===== config.mk =====
export PLATFORM = sky130hd
export DESIGN_NAME = cpu_run_ctrl
export DESIGN_NICKNAME = d
export VERILOG_FILES = /design/src/rtl/cpu_run_pkg.sv /design/src/rtl/rst_stretch.sv /design/src/rtl/cpu_run_ctrl.sv
export SDC_FILE = /design/constraint.sdc
export NUM_CORES = 1
export LEC_CHECK = 0
export BUFFER_PORTS_ARGS = -buffer_cell sky130_fd_sc_hd__buf_2
export CAP_MARGIN = 40
export CELL_PAD_IN_SITES_DETAIL_PLACEMENT = 1
export CELL_PAD_IN_SITES_GLOBAL_PLACEMENT = 1
export CORE_AREA = 2 2 78 80
export CTS_CLUSTER_DIAMETER = 60
export DETAILED_ROUTE_END_ITERATION = 7
export DIE_AREA = 0 0 80 82
export PLACE_DENSITY = 0.85
export REMOVE_ABC_BUFFERS = 1
export SYNTH_ARGS = -nofsm -noshare
export SYNTH_HDL_FRONTEND = slang
export SYNTH_HIERARCHICAL = 1
export SYNTH_SLANG_ARGS = --single-unit

===== constraint.sdc =====
create_clock -name clk -period 2.9 [get_ports clk]
set_input_delay 0.145 -clock clk [delete_from_list [all_inputs] [get_ports clk]]
set_output_delay 0.145 -clock clk [all_outputs]
set_load 0.05 [all_outputs]

===== src/rtl/cpu_run_pkg.sv =====
// Shared types and defaults for the processor run controller.
package cpu_run_pkg;

  // Controller states, encoded in the state register that all outputs decode from.
  typedef enum logic [2:0] {
    RST_HOLD,
    IDLE,
    RUN,
    STEP_WAIT,
    STEP_EXEC,
    DONE
  } run_state_t;

  // Default number of cycles the processor reset is held after the pin reset falls.
  localparam int unsigned DEF_RST_CYCLES = 4;

endpackage


===== src/rtl/rst_stretch.sv =====
// Stretches the pin reset so the processor sees it for RST_CYCLES more cycles.
module rst_stretch
  import cpu_run_pkg::*;
#(
  parameter int unsigned RST_CYCLES = DEF_RST_CYCLES
) (
  input  logic clk,
  input  logic reset,
  output logic rst_o
);

  // One extra bit so RST_CYCLES=1 still yields a non-zero counter width.
  localparam int unsigned CW = $clog2(RST_CYCLES + 1);
  localparam logic [CW-1:0] LAST = CW'(RST_CYCLES - 1);

  logic [CW-1:0] hold_q;
  logic [CW-1:0] hold_d;

  // Count up after reset falls and park at the terminal value until the next reset.
  always_comb begin
    hold_d = hold_q;
    if (hold_q != LAST) begin
      hold_d = hold_q + 1'b1;
    end
  end

  // Hold counter register; cleared for as long as reset is high.
  always_ff @(posedge clk) begin
    if (reset) begin
      hold_q <= '0;
    end else begin
      hold_q <= hold_d;
    end
  end

  // Released in the cycle the counter sits at its terminal value with reset low.
  assign rst_o = reset | (hold_q != LAST);

endmodule


===== src/rtl/cpu_run_ctrl.sv =====
// Sequences processor reset and a counted continuous or single-stepped run.
module cpu_run_ctrl
  import cpu_run_pkg::*;
#(
  parameter int unsigned RST_CYCLES = DEF_RST_CYCLES,
  parameter int unsigned CNT_W      = 16
) (
  input  logic             clk,
  input  logic             reset,
  input  logic             start,
  input  logic             mode_step,
  input  logic             step,
  input  logic [CNT_W-1:0] run_len,
  input  logic             halt_req,
  output logic             cpu_reset,
  output logic             cpu_en,
  output logic             busy,
  output logic             done,
  output logic [CNT_W-1:0] cycle_cnt
);

  run_state_t       state_q, state_d;
  logic [CNT_W-1:0] len_q, len_d;
  logic [CNT_W-1:0] cnt_q, cnt_d;
  logic             step_q, step_d;
  logic             hold_rst;
  logic             last_cycle;

  rst_stretch #(
    .RST_CYCLES(RST_CYCLES)
  ) u_rst_stretch (
    .clk  (clk),
    .reset(reset),
    .rst_o(hold_rst)
  );

  // A zero run length means free-run, so it never terminates on count.
  assign last_cycle = (len_q != '0) && (cnt_q == len_q - 1'b1);

  // Next-state and datapath updates for the run sequence.
  always_comb begin
    state_d = state_q;
    len_d   = len_q;
    step_d  = step_q;
    cnt_d   = cnt_q;
    case (state_q)
      RST_HOLD: begin
        if (!hold_rst) begin
          state_d = IDLE;
        end
      end
      IDLE: begin
        if (start) begin
          len_d   = run_len;
          step_d  = mode_step;
          cnt_d   = '0;
          state_d = mode_step ? STEP_WAIT : RUN;
        end
      end
      RUN: begin
        cnt_d = cnt_q + 1'b1;
        if (last_cycle || halt_req) begin
          state_d = DONE;
        end
      end
      STEP_WAIT: begin
        if (halt_req) begin
          state_d = DONE;
        end else if (step) begin
          state_d = STEP_EXEC;
        end
      end
      STEP_EXEC: begin
        cnt_d   = cnt_q + 1'b1;
        state_d = last_cycle ? DONE : STEP_WAIT;
      end
      DONE: begin
        state_d = IDLE;
      end
      default: begin
        state_d = RST_HOLD;
      end
    endcase
  end

  // State and run registers; reset aborts any run without a done pulse.
  always_ff @(posedge clk) begin
    if (reset) begin
      state_q <= RST_HOLD;
      len_q   <= '0;
      step_q  <= 1'b0;
      cnt_q   <= '0;
    end else begin
      state_q <= state_d;
      len_q   <= len_d;
      step_q  <= step_d;
      cnt_q   <= cnt_d;
    end
  end

  assign cpu_reset = (state_q == RST_HOLD);
  assign cpu_en    = (state_q == RUN) || (state_q == STEP_EXEC);
  assign busy      = (state_q == RUN) || (state_q == STEP_WAIT) || (state_q == STEP_EXEC);
  assign done      = (state_q == DONE);
  assign cycle_cnt = cnt_q;

endmodule


Word level (Yosys, flattened, before mapping)
Cells that the tools add are included.
Widths: inputs -> output; s select.
Cells by class
  reduce and logical (&&, ||, !) cells: 12
  order comparisons: 0
  bitwise logic cells: 1
  div/mod/pow operators: 0
  shift-type cells: 0
  $add $sub $neg: 3
  mux-type cells: 10
  multiply operators: 0
  equality and inequality tests: 11
Operator list (number)
  $pmux 16 s2: 1
  $mux 3: 6
  $pmux 3 s6: 1
  $add 16x1->16 const B: 1
  $eq 16x16->1: 1
  $mux 16: 1
  $reduce_bool 16->1: 1
  $sub 16x1->16 const B: 1
  $eq 3x2->1 const B: 2
  $eq 3x3->1 const B: 2
  $ne 2x2->1 const B: 3
  $logic_or 1x1->1: 4
  $reduce_and 2->1: 2
  $reduce_and 4->1: 1
  $add 3x1->3 const B: 1
  $eq 3x1->1 const B: 1
  $logic_not 3->1: 1
  $ne 3x2->1 const B: 1
  $ne 3x3->1 const B: 1
  $reduce_bool 2->1: 1
  $reduce_or 2->1: 1
  $logic_and 1x1->1: 1
  $mux 1: 1
  $or 1x1->1: 1
Word-level totals
  bits in writable memories: 0
  input bits: 22
  bits in read-only memories: 0
  bits in latches: 0
  logic and storage cells: 41
  flip-flop bits (word level): 38
  output and inout bits: 20
  memories kept: 0

Longest topological paths before layout
Gate-level depths: netlist (run 1).
  word-level depth: 6
  depth in mapped cells: 8
  gate-level depth less buffers: 8

Modules after synthesis
Netlist (run 1), hierarchy kept.
By module, submodules not included
  cpu_run_ctrl: seq. area each 700.7 sq um, times used 1, cells each 282, area each 2167.1 sq um
  rst_stretch: seq. area each 60.1 sq um, times used 1, cells each 13, area each 135.1 sq um

Least setup slack after synthesis (run 1)
No wires, ideal clock.
  path kind: register to register
  start point: reg state_q[0]
  end point: reg state_q[0]
  data required time: 2.783 ns
  cell stages (with the launch flop): 7
  path buffers: 1
  setup time: 0.117 ns
  slack: 0.435 ns
  data arrival time: 2.348 ns
  cells stage by stage: dfxtp_1 > clkbuf_1 > nor3_1 > a22o_1 > a21oi_1 > and2b_1 > a32o_1
Between the ends
  word-level cells in the longest chain between the ends: 3
  elaborated cells on any way between the ends: 12
  classes of those cells: 9 x eq/ne; 1 x mux; 2 x reduce/logical
Ends and longest elaborated chain
  start: declaration: RTL line cpu_run_ctrl.sv:22  | run_state_t state_q, state_d;
  start signal: assignment: RTL line cpu_run_ctrl.sv:94  | state_q <= state_d;
  $logic_not 3->1 *
  named net cpu_reset: RTL line cpu_run_ctrl.sv:15  | output logic cpu_reset,
  $ne 2x2->1 (no line)
  $reduce_and 4->1 (no line)
The timed path passes the listed nets; every way through them passes the cells marked *.
A chain may end at the register's enable or synchronous reset.

Worst setup path after layout (run 1)
  start point: reg len_q[0]
  end point: reg state_q[0]
Between the ends
  word-level cells in the longest chain between the ends: 6
  elaborated cells on any way between the ends: 7
  classes of those cells: 1 x add/sub; 2 x eq/ne; 4 x reduce/logical
Ends and longest elaborated chain
  start: declaration: RTL line cpu_run_ctrl.sv:23  | logic [CNT_W-1:0] len_q, len_d;
  start signal: assignment: RTL line cpu_run_ctrl.sv:95  | len_q <= len_d;
  $sub 16x1->16: RTL line cpu_run_ctrl.sv:38  | assign last_cycle = (len_q != '0) && (cnt_q == len_q - 1'b1);
  $eq 16x16->1: RTL line cpu_run_ctrl.sv:38
  $logic_and 1x1->1 *: RTL line cpu_run_ctrl.sv:38
  $logic_or 1x1->1 *: RTL line cpu_run_ctrl.sv:62  | if (last_cycle || halt_req) begin
  $ne 2x2->1 (no line) *
  $reduce_and 4->1 (no line) *
Mark *: on every way between the ends. The rest lies on a longest branch, timed or not.

==> metrics.md, run 1 <==
| Metric | Value |
|---|---|
| Max Fclk | `398 MHz` |
| Seq/Total Area, Yosys | `33.0%` |
| Setup WS pre-CTS | `414 ps` |
| Global-route wire length before repair | `10000 µm` |
| Io pins | `42` |
| Hold-fix buffers, CTS | `0` |
| Share of layout cells above drive strength 1 | `19.5%` |
| Layout area overhead | `15.7%` |
| Inserted Clock Buffers | `5` |
| FFs w/ async S/R, synth | `0%` |
| Status | `completed` |
| Grt ovf | `0` |
| Crit share post-route | `86.6%` |
| Row cnt | `28` |
| RSZ-0062 raised after global routing | `no` |
| Most frequent cells after synthesis | `nand2_1 (41), dfxtp_1 (38), nor2_1 (29), a21oi_1 (25), xnor2_1 (17)` |
| Routed Antenna Nets | `0` |
| DIE AREA | `6560 µm²` |
| Area contributors post-synth | `dfxtp_1 (33%), nand2_1 (6.7%), xnor2_1 (6.5%)` |
| Final Hold Viols | `0` |
| Type of element launching the critical path | `flip-flop` |
| 1st-iter DRT viols | `98` |
| Syn avg cell area | `7.80 µm²` |
| Largest area contributor in the netlist | `dfxtp_1` |
| Initial antenna violation count | `0` |
| Fin crit period | `2510 ps` |
| IO Port Bufs | `41` |
| Root Driver | `clkbuf_8` |
| Final setup TNS | `0 ps` |
| Max-Cap Viols | `0` |
| Total track usage | `19.6%` |
| Gate Count Post-Synth | `295` |
| Total power | `1.67 mW` |
| Per-cell routed wire length | `14.6 µm` |
| Core area | `5750 µm²` |
| Slew HR | `58.6%` |
| Hold WC Path Type | `primary input to flip-flop` |
| Worst-margin pin slew | `617 ps` |
| Postcts setup bufs | `0` |
| Routability cong. | `0.815` |
| DRT Pass-1 Iters | `4` |
| Peak VDD IR | `0.379 mV` |
| Setup violations, final | `0` |
| Ys flop type | `dfxtp_1` |
| Die height | `82 µm` |
| Synth top area share | `33.0%` |
| Worst EP arrival | `2750 ps` |
| Hpwl dp | `4620 µm` |
| Register bit total from synthesis | `38` |
| DR vias/cell | `5.31` |
| Worst-path clk slew | `80 ps` |
| CTS resizes | `0` |
| Critical path class | `flip-flop to flip-flop` |
| Syn. warnings | `6` |
| # H-tree levels | `2` |
| CTS tree | `yes` |
| Diodes inserted | `0` |
| Cell Area, Synth | `2300 µm²` |
| Power Dens Cells | `628 nW/µm²` |
| Nets | `359` |
| Die X | `80 µm` |
| Minimum hold slack | `79.4 ps` |
| Synth unique cells | `54` |
| Fin. max-slew vios | `0` |
| Initial core utilization | `40.1%` |
| Clock Latency Late Sink | `300 ps` |
| CP Capture Type | `flip-flop` |
| Pin count of the biggest net entering global routing | `29` |
| Min setup slack post-route | `389 ps` |
| Count leader, synth | `nand2_1` |
| Max Clock Skew | `12.3 ps` |
| Leakage power | `1.03 nW` |
| Number of synthesized flops with an enable pin | `0` |
| Worst-path fanout max | `7` |
| Vias post-DR | `2172` |
| Clock Tree Buf Depth | `2` |
| Num Clock Sinks | `38` |
| WL final | `5970 µm` |
| CP required | `3140 ps` |
| DRC Markers | `0` |
| Vias in the first global route | `2155` |
==> power by group <==
group | switching [mW] | internal, mW
clock | 0.197 | 0.191
combinational | 0.379 | 0.277
sequential | 0.0644 | 0.565
==> layout by cell type, fill, tap and decap left out, types with 2 or more instances in the layout <==
cell type,netlist,final
xnor2_1,17,17
dfxtp_1,38,38
a21oi_1,25,25
nand3b_1,2,2
nand3_1,8,8
o31ai_1,2,2
and2_1,2,2
and3_1,5,5
a211oi_2,2,2
nor4_1,5,5
nand2b_1,6,6
o21ai_0,14,14
and3b_1,2,2
or3_1,8,8
buf_4,0,5
xor2_1,11,11
nor3_1,9,9
clkbuf_8,0,6
nor2b_1,5,5
ha_1,4,4
buf_2,3,41
nand2_1,41,41
a211oi_1,2,2
nor2_1,29,29
mux2i_1,2,2
nor4b_1,3,3
inv_1,8,8
a31oi_1,3,3
o2111ai_1,4,4
==> cell type report <==
cell class / instances / area, µm²
Fill cell: 773 / 3080
Multi-Input combinational cell: 234 / 1440
Sequential cell: 38 / 761
Timing Repair Buffer: 46 / 243
Tap cell: 75 / 93.8
Clock buffer: 6 / 82.6
Inverter: 8 / 30.0
Clock inverter: 2 / 12.5
==> path summary, 6_finish.rpt <==
path / to / depth (start not counted) / slack [ps] / startpoint
max: state_q[0]$_SDFFE_PP0P_ / 8 / 390 / len_q[0]$_SDFFE_PP0P_
min: len_q[0]$_SDFFE_PP0P_ / 3 / 80 / run_len[0]
max reg2reg: state_q[0]$_SDFFE_PP0P_ / 8 / 390 / len_q[0]$_SDFFE_PP0P_
min reg2reg: u_rst_stretch/hold_q[2]$_SDFFE_PP0P_ / 2 / 490 / u_rst_stretch/hold_q[2]$_SDFFE_PP0P_
==> sequential cells by signal (all words and copies together), names as in the netlist <==
| signal | cells |
|---|---|
| len_q | 16 |
| cycle_cnt | 16 |
| state_q | 3 |
| u_rst_stretch/hold_q | 3 |
==> kinds of logic (layout without fill, tap and decap cells) <==
group | count (synthesis) | count (layout) | share of synthesized area [%]
xor+xnor | 28 | 28 | 10.7
buf+inv | 23 | 62 | 4.35
fa+ha+maj | 4 | 4 | 2.17
simple gates | 136 | 136 | 30.4
flops | 38 | 38 | 33.0
mux | 2 | 2 | 0.870
compound gates | 64 | 64 | 18.5
==> routing by layer <==
layer	vias up	GRT usage, %	routed length (µm)
met4	0	7.97	129
met1	1009	25.0	2700
met3	14	2.75	240
li1	1107	-	-
met2	42	33.3	2900
met5	-	0	0
==> worst max-delay path: stages (launching register included) <==
cell	delay, ps
dfxtp_1	360
inv_1	70
ha_1	250
or4b_4	540
or3_1	390
a21oi_1	150
o22ai_1	90
nor4_2	370
a32o_1	230
==> through the flow <==
step / cells / utilization, % / area, µm²
final: 409 / 46.4 / 2660
after global routing: 409 / 46.4 / 2660
after CTS: 409 / 46.4 / 2660
after detailed placement: 401 / 44.7 / 2570
after global placement: 401 / 44.7 / 2570
after floorplan: 280 / - / 2230
(Power assumes the default switching activity.)
==> inputs of run 2 (changes only) <==
Settings changed: CORE_AREA 2 2 78 80 to 2 2 79 81, CTS_BUF_LIST set to sky130_fd_sc_hd__clkbuf_4 sky130_fd_sc_hd__clkbuf_8 sky130_fd_sc_hd__clkbuf_16, DIE_AREA 0 0 80 82 to 0 0 81 83, PLACE_DENSITY 0.85 to 0.83, TNS_END_PERCENT set to 1.
==> run 2 against run 1 <==
Compared with the run above:
- first-iteration DRC count down 4.1%
- cell count up 0.24%
- cell area up 1.9%
- total power up 11%
- sequential power about the same
- register-to-register slack worse by 30 ps
- clock-buffer cell count down 1
- critical endpoint unchanged
- highest routed layer unchanged
==> metrics.md, run 2 (synthesized netlist as in run 1, its figures left out) <==
| Metric | Value |
|---|---|
| CP required | `3140 ps (about the same)` |
| Clock Latency Late Sink | `300 ps (about the same)` |
| Per-cell routed wire length | `15.5 µm (+6.4%)` |
| Critical path class | `flip-flop to flip-flop` |
| WL final | `6370 µm (+6.7%)` |
| Fin. max-slew vios | `0 (unchanged)` |
| CP Capture Type | `flip-flop` |
| Nets | `360 (+0.28%)` |
| Grt ovf | `0 (unchanged)` |
| Hpwl dp | `4830 µm (+4.5%)` |
| Inserted Clock Buffers | `5 (unchanged)` |
| DIE AREA | `6720 µm² (+2.5%)` |
| Share of layout cells above drive strength 1 | `19.7% (+0.24 points)` |
| Postcts setup bufs | `0 (unchanged)` |
| Fin crit period | `2540 ps (+33.2 ps)` |
| Vias in the first global route | `2276 (+5.6%)` |
| Reg2Reg Setup Slack | `360 ps (-30 ps)` |
| RSZ-0062 raised after global routing | `no` |
| Power Dens Cells | `685 nW/µm² (+9.1%)` |
| Clock Tree Buf Depth | `2 (unchanged)` |
| Total of fill cells in the finished design | `760 (-1.7%)` |
| Max-Cap Viols | `0 (unchanged)` |
| Core area | `5820 µm² (+1.2%)` |
| Setup violations, final | `0 (unchanged)` |
| Vias post-DR | `2263 (+4.2%)` |
| Total track usage | `20.3% (+0.70 points)` |
| Num Clock Sinks | `38 (unchanged)` |
| Crit. Startpoint | `len_q[0]$_SDFFE_PP0P_` |
| Initial antenna violation count | `0 (unchanged)` |
| Worst-path clk slew | `90 ps (about the same)` |
| Root Driver | `clkbuf_8` |
| 1st-iter DRT viols | `94 (-4.1%)` |
| Pin count of the biggest net entering global routing | `20 (-31%)` |
| Crit share post-route | `87.7% (+1.1 points)` |
| CTS resizes | `0 (unchanged)` |
| # H-tree levels | `2 (unchanged)` |
| Routability cong. | `0.854 (+4.7%)` |
| RR Endpoint | `state_q[0]$_SDFFE_PP0P_` |
| CTS tree | `yes` |
| Diodes inserted | `0 (unchanged)` |
| Die X | `81 µm (+1.3%)` |
| Hold-fix buffers, CTS | `0 (unchanged)` |
| Worst EP arrival | `2790 ps (+40 ps)` |
| Leakage power | `1.05 nW (+2.5%)` |
| Multi-input gate area | `1440 µm² (unchanged)` |
| Layout area overhead | `17.9%` |
| Routed Antenna Nets | `0 (unchanged)` |
| Worst setup endpoint | `state_q[0]$_SDFFE_PP0P_` |
| Total power | `1.86 mW (+11%)` |
| Worst-path fanout max | `7 (unchanged)` |
| Row cnt | `28 (unchanged)` |
| Reg2reg start | `len_q[0]$_SDFFE_PP0P_` |
| DRT Pass-1 Iters | `4 (unchanged)` |
| FF/Latch Area | `761 µm² (unchanged)` |
| Peak VDD IR | `0.411 mV (+8.5%)` |
| Reg2Reg Depth | `8 (unchanged)` |
| Slew HR | `54.2% (-4.3 points)` |
| Io pins | `42 (unchanged)` |
| Status | `completed` |
| DR vias/cell | `5.52 (+3.9%)` |
| Initial core utilization | `39.6% (-0.48 points)` |
| Utilization after layout | `46.7% (+0.30 points)` |
| Final Hold Viols | `0 (unchanged)` |
| Max Clock Skew | `7.62 ps (-4.69 ps)` |
| Max Fclk | `393 MHz (-1.3%)` |
| Type of element launching the critical path | `flip-flop` |
| Final setup TNS | `0 ps (unchanged)` |
| IO Port Bufs | `41 (unchanged)` |
| Global-route wire length before repair | `10900 µm (+8.5%)` |
| Die height | `83 µm (+1.2%)` |
| DRC Markers | `0 (unchanged)` |
| Worst-margin pin slew | `681 ps (+64.3 ps)` |
| Most frequent cells in the layout | `nand2_1 (41), buf_2 (41), dfxtp_1 (38)` |
| Hold WC Path Type | `primary input to flip-flop` |
[run 2: cell type report]
type	count	share of cell area, %
tap	75	3.46
timing repair buffer	47	9.22
inverter	8	1.11
clock inverter	3	2.54
sequential	38	28.0
multi-input combinational	234	53.1
clock buffer	5	2.54
[run 2: worst max-delay path, stage by stage (launching register included)]
cell	delay, ps
dfxtp_1	360
inv_1	70
ha_1	260
or4b_4	540
or3_1	390
a21oi_1	160
o22ai_1	100
nor4_2	370
a32o_1	240
[run 2: worst min path at each step]
stage	slack [ps]	start	to	depth (start not counted)
after floorplan	210	reset	cycle_cnt[1]$_SDFFE_PP0P_	1
after global placement	390	run_len[13]	len_q[13]$_SDFFE_PP0P_	3
after detailed placement	390	run_len[7]	len_q[7]$_SDFFE_PP0P_	3
after CTS	70	run_len[7]	len_q[7]$_SDFFE_PP0P_	3
after global routing	80	run_len[10]	len_q[10]$_SDFFE_PP0P_	3
final	80	run_len[7]	len_q[7]$_SDFFE_PP0P_	3
[run 2: layer usage]
layer	up-vias	global-route usage [%]	part of all wire, %	routed length (µm)
met4	0	6.32	1.6	104
met3	9	3.04	3.5	226
met5	-	0	0	0
li1	1118	-	-	-
met1	1086	26.6	46	2910
met2	50	34.0	49	3130
[run 2: per-stage QoR]
stage	worst slack (ps)	hold WS (ps)	instances	area, µm²
6_report	356	75.8	410	2710
5_1_grt	209	84.6	410	2710
4_1_cts	352	70.9	410	2710
3_5_place_dp	355	393	402	2580
3_3_place_gp	501	389	402	2580
2_1_floorplan	173	214	280	2230
[run 2: power by group]
group          total (mW)  internal [mW]  switching (mW)
Clock               0.553          0.345           0.208
Sequential          0.631          0.565          0.0661
Combinational       0.675          0.278           0.397
